--- config.mk ---
export PLATFORM = sky130hd
export DESIGN_NAME = result_shift_out
export DESIGN_NICKNAME = d
export VERILOG_FILES = /design/src/rtl/result_shift_out.sv
export SDC_FILE = /design/constraint.sdc
export NUM_CORES = 1
export LEC_CHECK = 0
export BUFFER_PORTS_ARGS = -buffer_cell sky130_fd_sc_hd__clkbuf_2
export CAP_MARGIN = 20
export CORE_MARGIN = 3
export CORE_UTILIZATION = 40
export CTS_CLUSTER_DIAMETER = 60
export DETAILED_ROUTE_END_ITERATION = 12
export GPL_TIMING_DRIVEN = 0
export PLACE_DENSITY = 0.62
export SLEW_MARGIN = 30
export SYNTH_ARGS = -nofsm -noshare
export SYNTH_HDL_FRONTEND = slang
export SYNTH_SLANG_ARGS = --single-unit
--- constraint.sdc ---
create_clock -name clk -period 3.7 [get_ports clk]
set_clock_uncertainty 0.2 [all_clocks]
set_input_delay 0.185 -clock clk [delete_from_list [all_inputs] [get_ports clk]]
set_output_delay 0.185 -clock clk [all_outputs]
set_load 0.01 [all_outputs]
--- src/rtl/result_shift_out.sv ---
// Parallel-to-serial output stage: captures WIDTH compressor columns and shifts them out LSB-first
// under a valid/ready handshake. Define SHIFT_OUT_PARITY_EN to append an even-parity beat.
module result_shift_out #(
   parameter int WIDTH = 36,
   parameter int CNT_W = $clog2(WIDTH + 1)
) (
   input  logic             clk,
   input  logic             rst,
   input  logic [WIDTH-1:0] dst_in,
   input  logic             load,
   input  logic             sout_ready,
   output logic             sout,
   output logic             sout_valid,
   output logic             sout_last,
   output logic             busy,
   output logic             done
);

`ifdef SHIFT_OUT_PARITY_EN
   typedef enum logic [1:0] {IDLE, SHIFT, PAR} state_t;
   logic par;
`else
   typedef enum logic {IDLE, SHIFT} state_t;
`endif

   state_t           state, next_state;
   logic [WIDTH-1:0] shreg;
   logic [CNT_W-1:0] cnt;
   logic             capture;
   logic             advance;
   logic             last_data;
   logic             frame_end;

   always_ff @(posedge clk or posedge rst) begin
      if (rst) state <= IDLE;
      else     state <= next_state;
   end

   always_comb begin
      next_state = state;
      sout       = 1'b0;
      sout_valid = 1'b0;
      sout_last  = 1'b0;
      busy       = 1'b0;
      capture    = 1'b0;
      advance    = 1'b0;
      last_data  = 1'b0;
      frame_end  = 1'b0;
      case (state)
         IDLE: begin
            if (load) begin
               capture    = 1'b1;
               next_state = SHIFT;
            end
         end
         SHIFT: begin
            sout       = shreg[0];
            sout_valid = 1'b1;
            busy       = 1'b1;
            advance    = sout_ready;
            last_data  = (cnt == CNT_W'(WIDTH - 1));
`ifdef SHIFT_OUT_PARITY_EN
            if (advance && last_data) next_state = PAR;
`else
            sout_last = last_data;
            if (advance && last_data) begin
               next_state = IDLE;
               frame_end  = 1'b1;
            end
`endif
         end
`ifdef SHIFT_OUT_PARITY_EN
         PAR: begin
            sout       = par;
            sout_valid = 1'b1;
            sout_last  = 1'b1;
            busy       = 1'b1;
            if (sout_ready) begin
               next_state = IDLE;
               frame_end  = 1'b1;
            end
         end
`endif
         default: next_state = IDLE;
      endcase
   end

   // done is registered so it lands in the cycle after the final accepted beat
   always_ff @(posedge clk or posedge rst) begin
      if (rst) begin
         shreg <= '0;
         cnt   <= '0;
         done  <= 1'b0;
`ifdef SHIFT_OUT_PARITY_EN
         par   <= 1'b0;
`endif
      end else begin
         done <= frame_end;
         if (capture) begin
            shreg <= dst_in;
            cnt   <= '0;
`ifdef SHIFT_OUT_PARITY_EN
            par   <= ^dst_in;
`endif
         end else if (advance) begin
            shreg <= {1'b0, shreg[WIDTH-1:1]};
            cnt   <= cnt + CNT_W'(1);
         end
      end
   end

endmodule

==> summary.txt, run 1 <==
Routing
  – TritonRoute pass-1 iters: 4
  – DRT iter0 DRCs: 103
  – ANT nets after route: 0
  – Drt wl/cell: 13.10 µm
  – DRC violations left: 0
  – Vias: 1,703
  – Final wirelength: 4453 µm
  – Vias per cell: 5.009

Layout
  – Final Core Density: 60.47%
  – Share of post-route cells with drive strength above 1: 23.61%
  – Register area: 1101 µm²
  – Multi-input logic area: 734.5 µm²
  – Area Overhead vs Synth: 40.81%
  – Fin nets: 328
  – Inserted Diodes: 0
  – Finished Layout Cells: 340
  – FILL cells: 389

Pwr
  – Clock power frac: 29.0%
  – VDD IR-drop max: 242.2 µV
  – Tot Pwr: 1.069 mW
  – Int Pwr: 0.7888 mW
  – Power Dens Cells: 392.5 nW/µm²
  – Seq pwr share: 55.0%
  – Gate power share: 16.0%
  – Sw Pwr: 0.2804 mW
  – Leakage: 1.446 nW
  – Switching Share: 26.23%

Synthesis
  – Number of synthesized register bits: 44
  – Yosys Warn Count: 0
  – Synth area leader: dfrtp_1
  – Synthesized netlist cell count: 196
  – Average cell area after synthesis: 9.869 µm²
  – Mapped Area: 1934 µm²
  – Yosys top cell area share: 56.92%
  – Syn Nets: 237
  – Register area share after synthesis: 56.92%
  – Synth top area cells: dfrtp_1 57%, nand2_1 15%, a22oi_1 13%, buf_4 2.3%, mux2i_1 2.1%
  – Netlist cell types: 22

Timing
  – RSZ-0062 raised after global routing: no
  – Worst Tran Pin Value: 0.3698 ns
  – Tcrit/Tclk final: 53.77%
  – Pins Over Slew Limit: 0
  – Max-slew headroom: 74.82%
  – Fmax: 502.6 MHz
  – Hold Fails Final Rpt: 0
  – Minimum clock period: 1.990 ns
  – Fin Setup TNS: 0 ns
  – Worst setup margin: 1.710 ns
  – Endpoints failing setup: 0

Die
  – Starting density of the core: 42.94%
  – Num rows: 24
  – Die Area: 5706 µm²
  – Die width: 75.54 µm
  – Core Footprint: 4504 µm²
  – Die height: 75.54 µm
  – I/O pin cnt: 45

Critical path
  – Arrival time worst endpoint: 1.97 ns
  – Max FO, Critical Path: 5
  – Critical path buffer and inverter count: 1
  – Delay-heaviest family, CP: buffers and inverters
  – Crit path required time: 3.68 ns
  – Worst setup EP type: flop
  – Critical Path Slowest Stage Cell: dlygate4sd3_1
  – WS Path Type: reg2reg
  – Worst-path cell chain: ha_1 -> nand4b_1 -> nor3_1 -> a21oi_1 -> dlygate4sd3_1
  – Critical Path Start Type: flop
  – Slowest stage delay, CP: 0.56 ns

Placed design
  – DP HPWL: 2798 µm
  – Dpl cells: 293
  – Number of port buffers: 44
  – Final Wtd Congestion: 0.7541
  – Dpl ws: 2.093 ns

Clock tree
  – Root Buffer: clkbuf_8
  – CTS clk-pin slew, worst paths: 0.08 ns
  – Cts hold-fix bufs: 39
  – Later-pin clock latency in the skew report: 0.30 ns
  – Max Root-Sink Buffers: 2
  – TritonCTS buffer count: 5
  – # H-tree levels: 2
  – Resized Gates After CTS: 0
  – Postcts setup bufs: 0
  – CTS tree: built
  – CTS sink count: 44

Global route
  – Gr usage total: 16.66%
  – Largest net degree at the start of global routing: 31
  – First-pass GRT wire length: 7093 µm
  – Grt ovf: 0
  – Initial antenna violation count: 0
  – Vias in the first global route: 1,646

Run
  – Max Cap Viol: 0

Status
  – Outcome: finished, final reports clean

Hold path
  – Worst Hold Class: in2reg
state kept, by name, summed over array words and instances (netlist names):
signal,cells
shreg,36
done,1
cnt,6
state,1
placed cells by master (no fill, tap or decap), types with 2 or more instances in the layout:
cell type and instances:
a21oi_1 2, dfrtp_1 44, a31oi_1 2, dlygate4sd3_1 39, buf_4 6, buf_2 7, clkbuf_2 44, and2_1 3
clkbuf_8 6, nand4_1 3, mux2i_1 4, a22oi_1 33, nand2_1 76, a22o_1 2, nor2_1 3
worst register-to-register path, delay by kind of cell, from the launching register on:
kind	cells	cell delay, ns
buffers and inverters	1	0.56
flip-flops	1	0.40
adder cells (fa/ha/maj)	1	0.23
AO/OA/AOI/OAI	1	0.11
AND/OR/NAND/NOR	2	0.38
kinds of logic (layout without fill, tap and decap cells):
logic type / after synthesis / in the layout / share of synthesized area [%]
AND/OR/NAND/NOR: 90 / 90 / 18.95
flip-flops: 44 / 44 / 56.92
AO/OA/AOI/OAI: 40 / 40 / 15.14
adder cells (fa/ha/maj): 1 / 1 / 0.6467
multiplexers: 5 / 5 / 3.234
buffers and inverters: 16 / 108 / 5.110
cell type report:
type | count | area share (%)
sequential | 44 | 40.42
multi-input combinational | 136 | 26.96
timing repair buffer | 84 | 23.15
buffer | 14 | 3.353
clock buffer | 7 | 3.170
tap | 52 | 2.389
clock inverter | 1 | 0.2756
inverter | 2 | 0.2756
per-layer routing:
| metal | up-vias | wire length (µm) | track usage, % |
|---|---|---|---|
| met2 | 44 | 2237 | 28.28 |
| met1 | 800 | 1964 | 20.20 |
| met4 | 0 | 53 | 5.049 |
| met5 | - | 0 | 0 |
| met3 | 6 | 198 | 5.409 |
| li1 | 853 | - | - |
final timing paths:
check | slack, ns | startpoint | to | cells after the start
worst max-delay path | 1.71 | cnt[0]$_DFFE_PP0P_ | state$_DFF_PP0_ | 5
max in group asynchronous | 2.63 | rst | shreg[32]$_DFFE_PP0P_ | 4
worst min register to register | 0.28 | shreg[32]$_DFFE_PP0P_ | shreg[32]$_DFFE_PP0P_ | 2
worst min-delay path | 0.12 | load | shreg[31]$_DFFE_PP0P_ | 4
min in group asynchronous | 0.20 | rst | shreg[3]$_DFFE_PP0P_ | 3
worst max register to register | 1.71 | cnt[0]$_DFFE_PP0P_ | state$_DFF_PP0_ | 5
power groups by stage:
stage	clock network (mW)	registers (mW)	logic (mW)
detailed placement	0	0.598	0.142
CTS	0.323	0.588	0.174
global placement	0	0.596	0.135
finish	0.310	0.588	0.171
global route	0.345	0.597	0.196
floorplan	0	0.586	0.0945
metrics by stage:
step / hold WS [ns] / area (µm²)
4_1_cts: 0.1216 / 2724
6_report: 0.1176 / 2724
5_1_grt: 0.1627 / 2724
3_3_place_gp: 0.2166 / 2220
2_1_floorplan: 0.06971 / 1934
3_5_place_dp: -0.03874 / 2240
cell usage after synthesis (all sizes together):
cell    count
mux2i       5
a21oi       2
ha          1
a31oi       2
buf        14
nand4       3
nor3        1
nor2b       1
nor2        3
o21ai       1
nand4b      1
nand2      76
a22o        2
nand2b      1
a22oi      33
dfrtp      44
and3        1
and2        3
inv         2
Power figures use the tool's default switching activity.
==> run 2, diff against run 1 <==
Settings changed: PLACE_DENSITY 0.62 to 0.65.
Clock period 3.7 ns to 1.65 ns, I/O delays scaled along.
==> run 2 against run 1 <==
Compared with the run above:
- hold slack worse by 0.011 ns
- sequential power up 120%
- worst setup slack worse by 1.6 ns
- critical path type is now reg2out
- critical endpoint is now sout_last
- largest cell class unchanged
- largest power group unchanged
- highest routed layer unchanged
==> summary.txt, run 2 (synthesis results as in run 1) <==
Status
  – Outcome: finished, final reports clean

Layout
  – Inserted Diodes: 0 (unchanged)
  – Area Overhead vs Synth: 45.34%
  – Final Core Density: 62.42% (+1.9 points)
  – Most frequent cells in the layout: 76 x nand2_1, 44 x dfrtp_1, 43 x clkbuf_2, 39 x dlygate4sd3_1, 28 x a22oi_1
  – Fin area: 2811 µm² (+3.2%)
  – Fin nets: 333 (+1.5%)
  – FILL cells: 380 (-2.3%)
  – Largest register FFs: 36 (unchanged)
  – Most common cell after layout, fill and taps aside: nand2_1
  – Share of post-route cells with drive strength above 1: 27.30% (+3.7 points)
  – Biggest register: shreg
  – Top Registers: shreg x36, cnt x6

Routing
  – Vias: 1,732 (+1.7%)
  – Met3 WL: 191 µm (-3.5%)
  – ANT nets after route: 0 (unchanged)
  – Vias per cell: 5.020 (+0.23%)
  – DR WL met2: 2382 µm (+6.5%)
  – DRC violations left: 0 (unchanged)
  – Drt wl/cell: 13.49 µm (+3.0%)
  – Top Metal Used: met4
  – Metal-1 WL: 2007 µm (+2.2%)
  – TritonRoute pass-1 iters: 4 (unchanged)
  – Final wirelength: 4654 µm (+4.5%)
  – DRT iter0 DRCs: 62 (-40%)

Timing
  – Endpoints failing setup: 0 (unchanged)
  – Pins Over Slew Limit: 0 (unchanged)
  – Max-slew headroom: 73.61% (-1.2 points)
  – Tcrit/Tclk final: 95.23%
  – Worst Tran Pin Value: 0.3953 ns (+0.02549 ns)
  – Hold Fails Final Rpt: 0 (unchanged)
  – RSZ-0062 raised after global routing: yes
  – Fmax: 636.4 MHz
  – Minimum clock period: 1.571 ns
  – Final hold slack: 0.1066 ns (-0.01094 ns)

Clock tree
  – Later-pin clock latency in the skew report: 0.30 ns (about the same)
  – TritonCTS buffer count: 5 (unchanged)
  – Root Buffer: clkbuf_8
  – CTS clk-pin slew, worst paths: 0.08 ns (about the same)
  – # H-tree levels: 2 (unchanged)
  – CTS tree: built
  – CTS sink count: 44 (unchanged)
  – Max Root-Sink Buffers: 2 (unchanged)

Pwr
  – VDD IR-drop max: 584.1 µV (+140%)
  – Clock power frac: 31.3% (+2.3 points)
  – Seq pwr share: 51.4% (-3.6 points)
  – Leakage: 1.489 nW (+3.0%)
  – Sw Pwr: 0.6564 mW (+130%)
  – Switching Share: 25.52% (-0.70 points)
  – Int Pwr: 1.916 mW (+140%)
  – Gate power share: 17.3% (+1.3 points)
  – Power Dens Cells: 914.9 nW/µm² (+130%)

Critical path
  – Flop2flop setup slack: 0.08 ns (-1.63 ns)
  – Worst setup EP type: primary output
  – R2R cell count: 6 (+1)
  – WS Path Type: reg2out
  – Crit path required time: 1.37 ns (-2.31 ns)
  – R2R Path Start: state$_DFF_PP0_
  – Arrival time worst endpoint: 1.29 ns (-0.68 ns)
  – Max FO, Critical Path: 3 (-2)
  – Reg2reg end: shreg[19]$_DFFE_PP0P_
  – Critical Path Start Type: flop

Die
  – Die height: 75.54 µm (unchanged)
  – I/O pin cnt: 45 (unchanged)
  – Starting density of the core: 42.94% (unchanged)
  – Core Footprint: 4504 µm² (unchanged)
  – Die width: 75.54 µm (unchanged)
  – Die Area: 5706 µm² (unchanged)
  – Num rows: 24 (unchanged)

Hold path
  – Worst Hold Class: in2async

Global route
  – Initial antenna violation count: 0 (unchanged)
  – Largest net degree at the start of global routing: 29 (-6.5%)
  – First-pass GRT wire length: 7521 µm (+6.0%)
  – Grt ovf: 0 (unchanged)
  – Gr usage total: 17.74% (+1.1 points)
  – Vias in the first global route: 1,714 (+4.1%)

Placed design
  – DP HPWL: 2799 µm (about the same)
  – Dpl cell area: 2240 µm² (unchanged)
  – Final Wtd Congestion: 0.7720 (+2.4%)
  – Number of port buffers: 44 (unchanged)

Run
  – Max Cap Viol: 0 (unchanged)
==> run 2: worst max-delay path: stages, from the launching register on <==
cell      delay, ns
dfrtp_1        0.37
ha_2           0.18
nand4b_1       0.10
nor3_2         0.17
buf_2          0.17
==> run 2: power groups by stage <==
stage / registers, mW / clock network [mW] / logic (mW)
global route: 1.34 / 0.882 / 0.501
global placement: 1.33 / 0 / 0.302
detailed placement: 1.34 / 0 / 0.318
CTS: 1.32 / 0.826 / 0.429
floorplan: 1.31 / 0 / 0.212
finish: 1.32 / 0.805 / 0.444
==> run 2: per-layer routing <==
| metal | track usage (%) | vias up |
|---|---|---|
| li1 | - | 863 |
| met2 | 30.78 | 46 |
| met4 | 4.660 | 0 |
| met3 | 5.277 | 7 |
| met5 | 0 | - |
| met1 | 21.54 | 816 |
==> run 2: timing repair <==
item,CTS,global route
hold endpoints to repair,83,0
gates resized for setup,3,6
pin swaps,2,3
setup endpoints to repair,1,23
hold buffers,39,0
buffers inserted,3,2
==> run 2: metrics by stage <==
stage                     instances  setup TNS (ns)  setup WS [ns]  power, mW
after floorplan                 196               0         0.1434      1.527
final                           345               0        0.07872      2.572
after detailed placement        293               0        0.04519      1.657
after global placement          292          -10.40        -0.2384      1.636
after global routing            345        -0.02475       -0.02475      2.726
after CTS                       343               0       0.002617      2.573
==> run 2: worst max path at each step <==
| stage | slack, ns | start | end | cells past startpoint |
|---|---|---|---|---|
| 2_1_floorplan | 0.14 | state$_DFF_PP0_ | shreg[0]$_DFFE_PP0P_ | 6 |
| 3_3_place_gp | -0.24 | rst | shreg[26]$_DFFE_PP0P_ | 2 |
| 3_5_place_dp | 0.05 | state$_DFF_PP0_ | shreg[8]$_DFFE_PP0P_ | 6 |
| 4_1_cts | 0.003 | cnt[1]$_DFFE_PP0P_ | sout_last | 4 |
| 5_1_grt | -0.02 | cnt[0]$_DFFE_PP0P_ | sout_last | 4 |
| 6_report | 0.08 | cnt[0]$_DFFE_PP0P_ | sout_last | 4 |
==> run 2: final cells by class <==
cell class | count | area (µm²) | area share (%)
Buffer | 14 | 95.09 | 3.382
Clock buffer | 6 | 72.57 | 2.581
Clock inverter | 2 | 35.03 | 1.246
Inverter | 2 | 7.507 | 0.2670
Multi-Input combinational cell | 136 | 767.0 | 27.28
Sequential cell | 44 | 1101 | 39.16
Tap cell | 52 | 65.06 | 2.314
Timing Repair Buffer | 89 | 668.1 | 23.76
==> run 3, diff against run 2 <==
--- a/config.mk
+++ b/config.mk
@@ -6,5 +6,5 @@
 export NUM_CORES = 1
 export LEC_CHECK = 0
-export BUFFER_PORTS_ARGS = -buffer_cell sky130_fd_sc_hd__clkbuf_2
+export BUFFER_PORTS_ARGS = -buffer_cell sky130_fd_sc_hd__buf_4
 export CAP_MARGIN = 20
 export CORE_MARGIN = 3
@@ -14,4 +14,5 @@
 export GPL_TIMING_DRIVEN = 0
 export PLACE_DENSITY = 0.65
+export RECOVER_POWER = 100
 export SLEW_MARGIN = 30
 export SYNTH_ARGS = -nofsm -noshare
==> constraint.sdc (replaced) <==
create_clock -name clk -period 1.65 [get_ports clk]
set_clock_uncertainty 0.2 [all_clocks]
set_input_delay 0.165 -clock clk [delete_from_list [all_inputs] [get_ports clk]]
set_output_delay 0.165 -clock clk [all_outputs]
set_load 0.01 [all_outputs]
==> run 3 against run 2 <==
Compared with the run above:
- the run now ends with negative setup slack left
- register-to-register slack better by 0.03 ns
- core utilization rose by 2.6 points
- wire length is 5.6% lower
- hold slack lost 0.046 ns
- critical endpoint unchanged
==> summary.txt, run 3 (synthesis results as in run 1) <==
Status
  – Outcome: finished, violations left
  – Failing checks: negative setup slack

Die
  – Die width: 75.54 µm (unchanged)
  – Num rows: 24 (unchanged)
  – Starting density of the core: 42.94% (unchanged)
  – Core Footprint: 4504 µm² (unchanged)
  – Die height: 75.54 µm (unchanged)
  – Die Area: 5706 µm² (unchanged)
  – I/O pin cnt: 45 (unchanged)

Routing
  – TritonRoute pass-1 iters: 4 (unchanged)
  – ANT nets after route: 0 (unchanged)
  – Final wirelength: 4393 µm (-5.6%)
  – Drt wl/cell: 12.62 µm (-6.4%)
  – DRT iter0 DRCs: 80 (+29%)
  – Vias per cell: 4.966 (-1.1%)
  – Vias: 1,728 (-0.23%)
  – DRC violations left: 0 (unchanged)

Pwr
  – Leakage: 1.517 nW (+1.9%)
  – Power Dens Cells: 846.0 nW/µm² (-7.5%)
  – Tot Pwr: 2.477 mW (-3.7%)
  – VDD IR-drop max: 467.2 µV (-20%)

Layout
  – Finished Layout Cells: 348 (+0.87%)
  – Inserted Diodes: 0 (unchanged)
  – Fin nets: 336 (+0.90%)
  – Register area: 1101 µm² (unchanged)
  – Fin area: 2928 µm² (+4.1%)
  – Most frequent cells in the layout: 76 x nand2_1, 59 x buf_4, 44 x dfrtp_1, 39 x dlygate4sd3_1, 26 x a22oi_1
  – FILL cells: 368 (-3.2%)
  – Area Overhead vs Synth: 51.36%
  – Most common cell after layout, fill and taps aside: nand2_1
  – Final Core Density: 65.00% (+2.6 points)
  – Largest register FFs: 36 (unchanged)
  – Share of post-route cells with drive strength above 1: 27.70% (+0.40 points)
  – Multi-input logic area: 777.0 µm² (+1.3%)
  – Top Registers: shreg x36, cnt x6
  – Biggest register: shreg

Placed design
  – Dpl ws: 0.03430 ns (-0.01089 ns)
  – Dpl cells: 293 (unchanged)
  – Dpl cell area: 2350 µm² (+4.9%)
  – DP HPWL: 2790 µm (-0.35%)
  – Number of port buffers: 44 (unchanged)
  – Final Wtd Congestion: 0.7743 (+0.30%)

Hold path
  – Worst Hold Class: in2reg
  – Hold path depth: 4

Global route
  – Initial antenna violation count: 0 (unchanged)
  – Gr usage total: 16.12% (-1.6 points)
  – Vias in the first global route: 1,619 (-5.5%)
  – Largest net degree at the start of global routing: 30 (+3.4%)
  – Grt ovf: 0 (unchanged)
  – First-pass GRT wire length: 6982 µm (-7.2%)

Critical path
  – Arrival time worst endpoint: 1.31 ns (+0.02 ns)
  – R2R cell count: 6 (unchanged)
  – Critical Path Slowest Stage Cell: dfrtp_1
  – Worst setup EP type: primary output
  – Levels on crit path: 4 (unchanged)
  – Worst-path cell chain: ha_2 -> nand4b_1 -> nor3_2 -> buf_4
  – Max FO, Critical Path: 3 (unchanged)
  – Delay-heaviest family, CP: flip-flops
  – Critical Path Start Type: flop
  – Crit path required time: 1.28 ns (-0.09 ns)
  – Slowest stage delay, CP: 0.36 ns (about the same)
  – WS Path Type: reg2out
  – Critical path buffer and inverter count: 1 (unchanged)

Clock tree
  – CTS clk-pin slew, worst paths: 0.07 ns (about the same)
  – Later-pin clock latency in the skew report: 0.29 ns (about the same)
  – # H-tree levels: 2 (unchanged)
  – Root Buffer: clkbuf_8
  – CTS sink count: 44 (unchanged)
  – CTS tree: built
  – TritonCTS buffer count: 5 (unchanged)
  – Max Root-Sink Buffers: 2 (unchanged)

Timing
  – Worst Tran Pin Value: 0.5972 ns (+0.2020 ns)
  – Endpoints failing setup: 1 (+1)
  – Tcrit/Tclk final: 101.6% (+6.3 points)
  – RSZ-0062 raised after global routing: yes
  – Fmax: 596.8 MHz (-6.2%)
  – Pins Over Slew Limit: 0 (unchanged)
  – Max-slew headroom: 60.14% (-13 points)
  – Minimum clock period: 1.676 ns (+0.1044 ns)
  – Hold Fails Final Rpt: 0 (unchanged)
  – Worst setup margin: -0.02568 ns (-0.1044 ns)

Run
  – Max Cap Viol: 0 (unchanged)
==> run 3: cell types whose count changed in the layout (fill, tap and decap cells not counted), sizes merged <==
| cell | before | now |
|---|---|---|
| clkinv | 1 | 0 |
| clkbuf | 49 | 10 |
| buf | 21 | 65 |
| bufinv | 1 | 0 |
==> run 3: worst paths after layout <==
check                                      start                    end  slack (ns)
setup / recovery              cnt[1]$_DFFE_PP0P_              sout_last       -0.03
hold / removal                              load  shreg[31]$_DFFE_PP0P_        0.06
setup reg to reg                 state$_DFF_PP0_   shreg[0]$_DFFE_PP0P_        0.11
hold reg to reg            shreg[19]$_DFFE_PP0P_  shreg[19]$_DFFE_PP0P_        0.28
max in group asynchronous                    rst     cnt[2]$_DFFE_PP0P_        0.15
min in group asynchronous                    rst  shreg[14]$_DFFE_PP0P_        0.30
==> run 3: report_power, final <==
part / internal, mW / switching [mW] / total (mW)
Sequential: 1.22 / 0.101 / 1.32
Clock: 0.341 / 0.332 / 0.673
Combinational: 0.288 / 0.196 / 0.485
==> run 3: area by class of cell <==
cell class,instances,area share (%)
clock buffer,8,3.077
inverter,2,0.2564
multi-input combinational,136,26.54
tap,52,2.222
buffer,14,3.504
sequential,44,37.61
timing repair buffer,92,26.79
==> run 3: per-stage QoR <==
| step | hold slack, ns | TNS (ns) |
|---|---|---|
| final | 0.06086 | -0.02568 |
| after CTS | 0.05168 | -0.06661 |
| after floorplan | 0.04971 | 0 |
| after detailed placement | -0.03187 | 0 |
| after global routing | 0.07507 | -0.5212 |
| after global placement | 0.1874 | -14.57 |
==> run 3: metal layers <==
metal | vias up | part of all wire (%) | global-route usage [%]
li1 | 872 | - | -
met1 | 810 | 45 | 20.55
met2 | 42 | 49 | 27.04
met3 | 4 | 4.5 | 4.090
met4 | 0 | 1.0 | 5.049
met5 | - | 0 | 0
==> run 3: timing repair <==
action                                 in CTS  in global routing
setup endpoints to repair                   1                 16
endpoints found under the hold margin      82                  0
pin swaps                                   3                  3
buffers inserted                            4                  4
resized for setup                           2                 14
hold buffers                               39                  0
==> run 3: tightest hold or removal path: stages <==
cell and delay, ns:
buf_4 0.11, mux2i_4 0.11, nand2_1 0.08, nand2_1 0.04
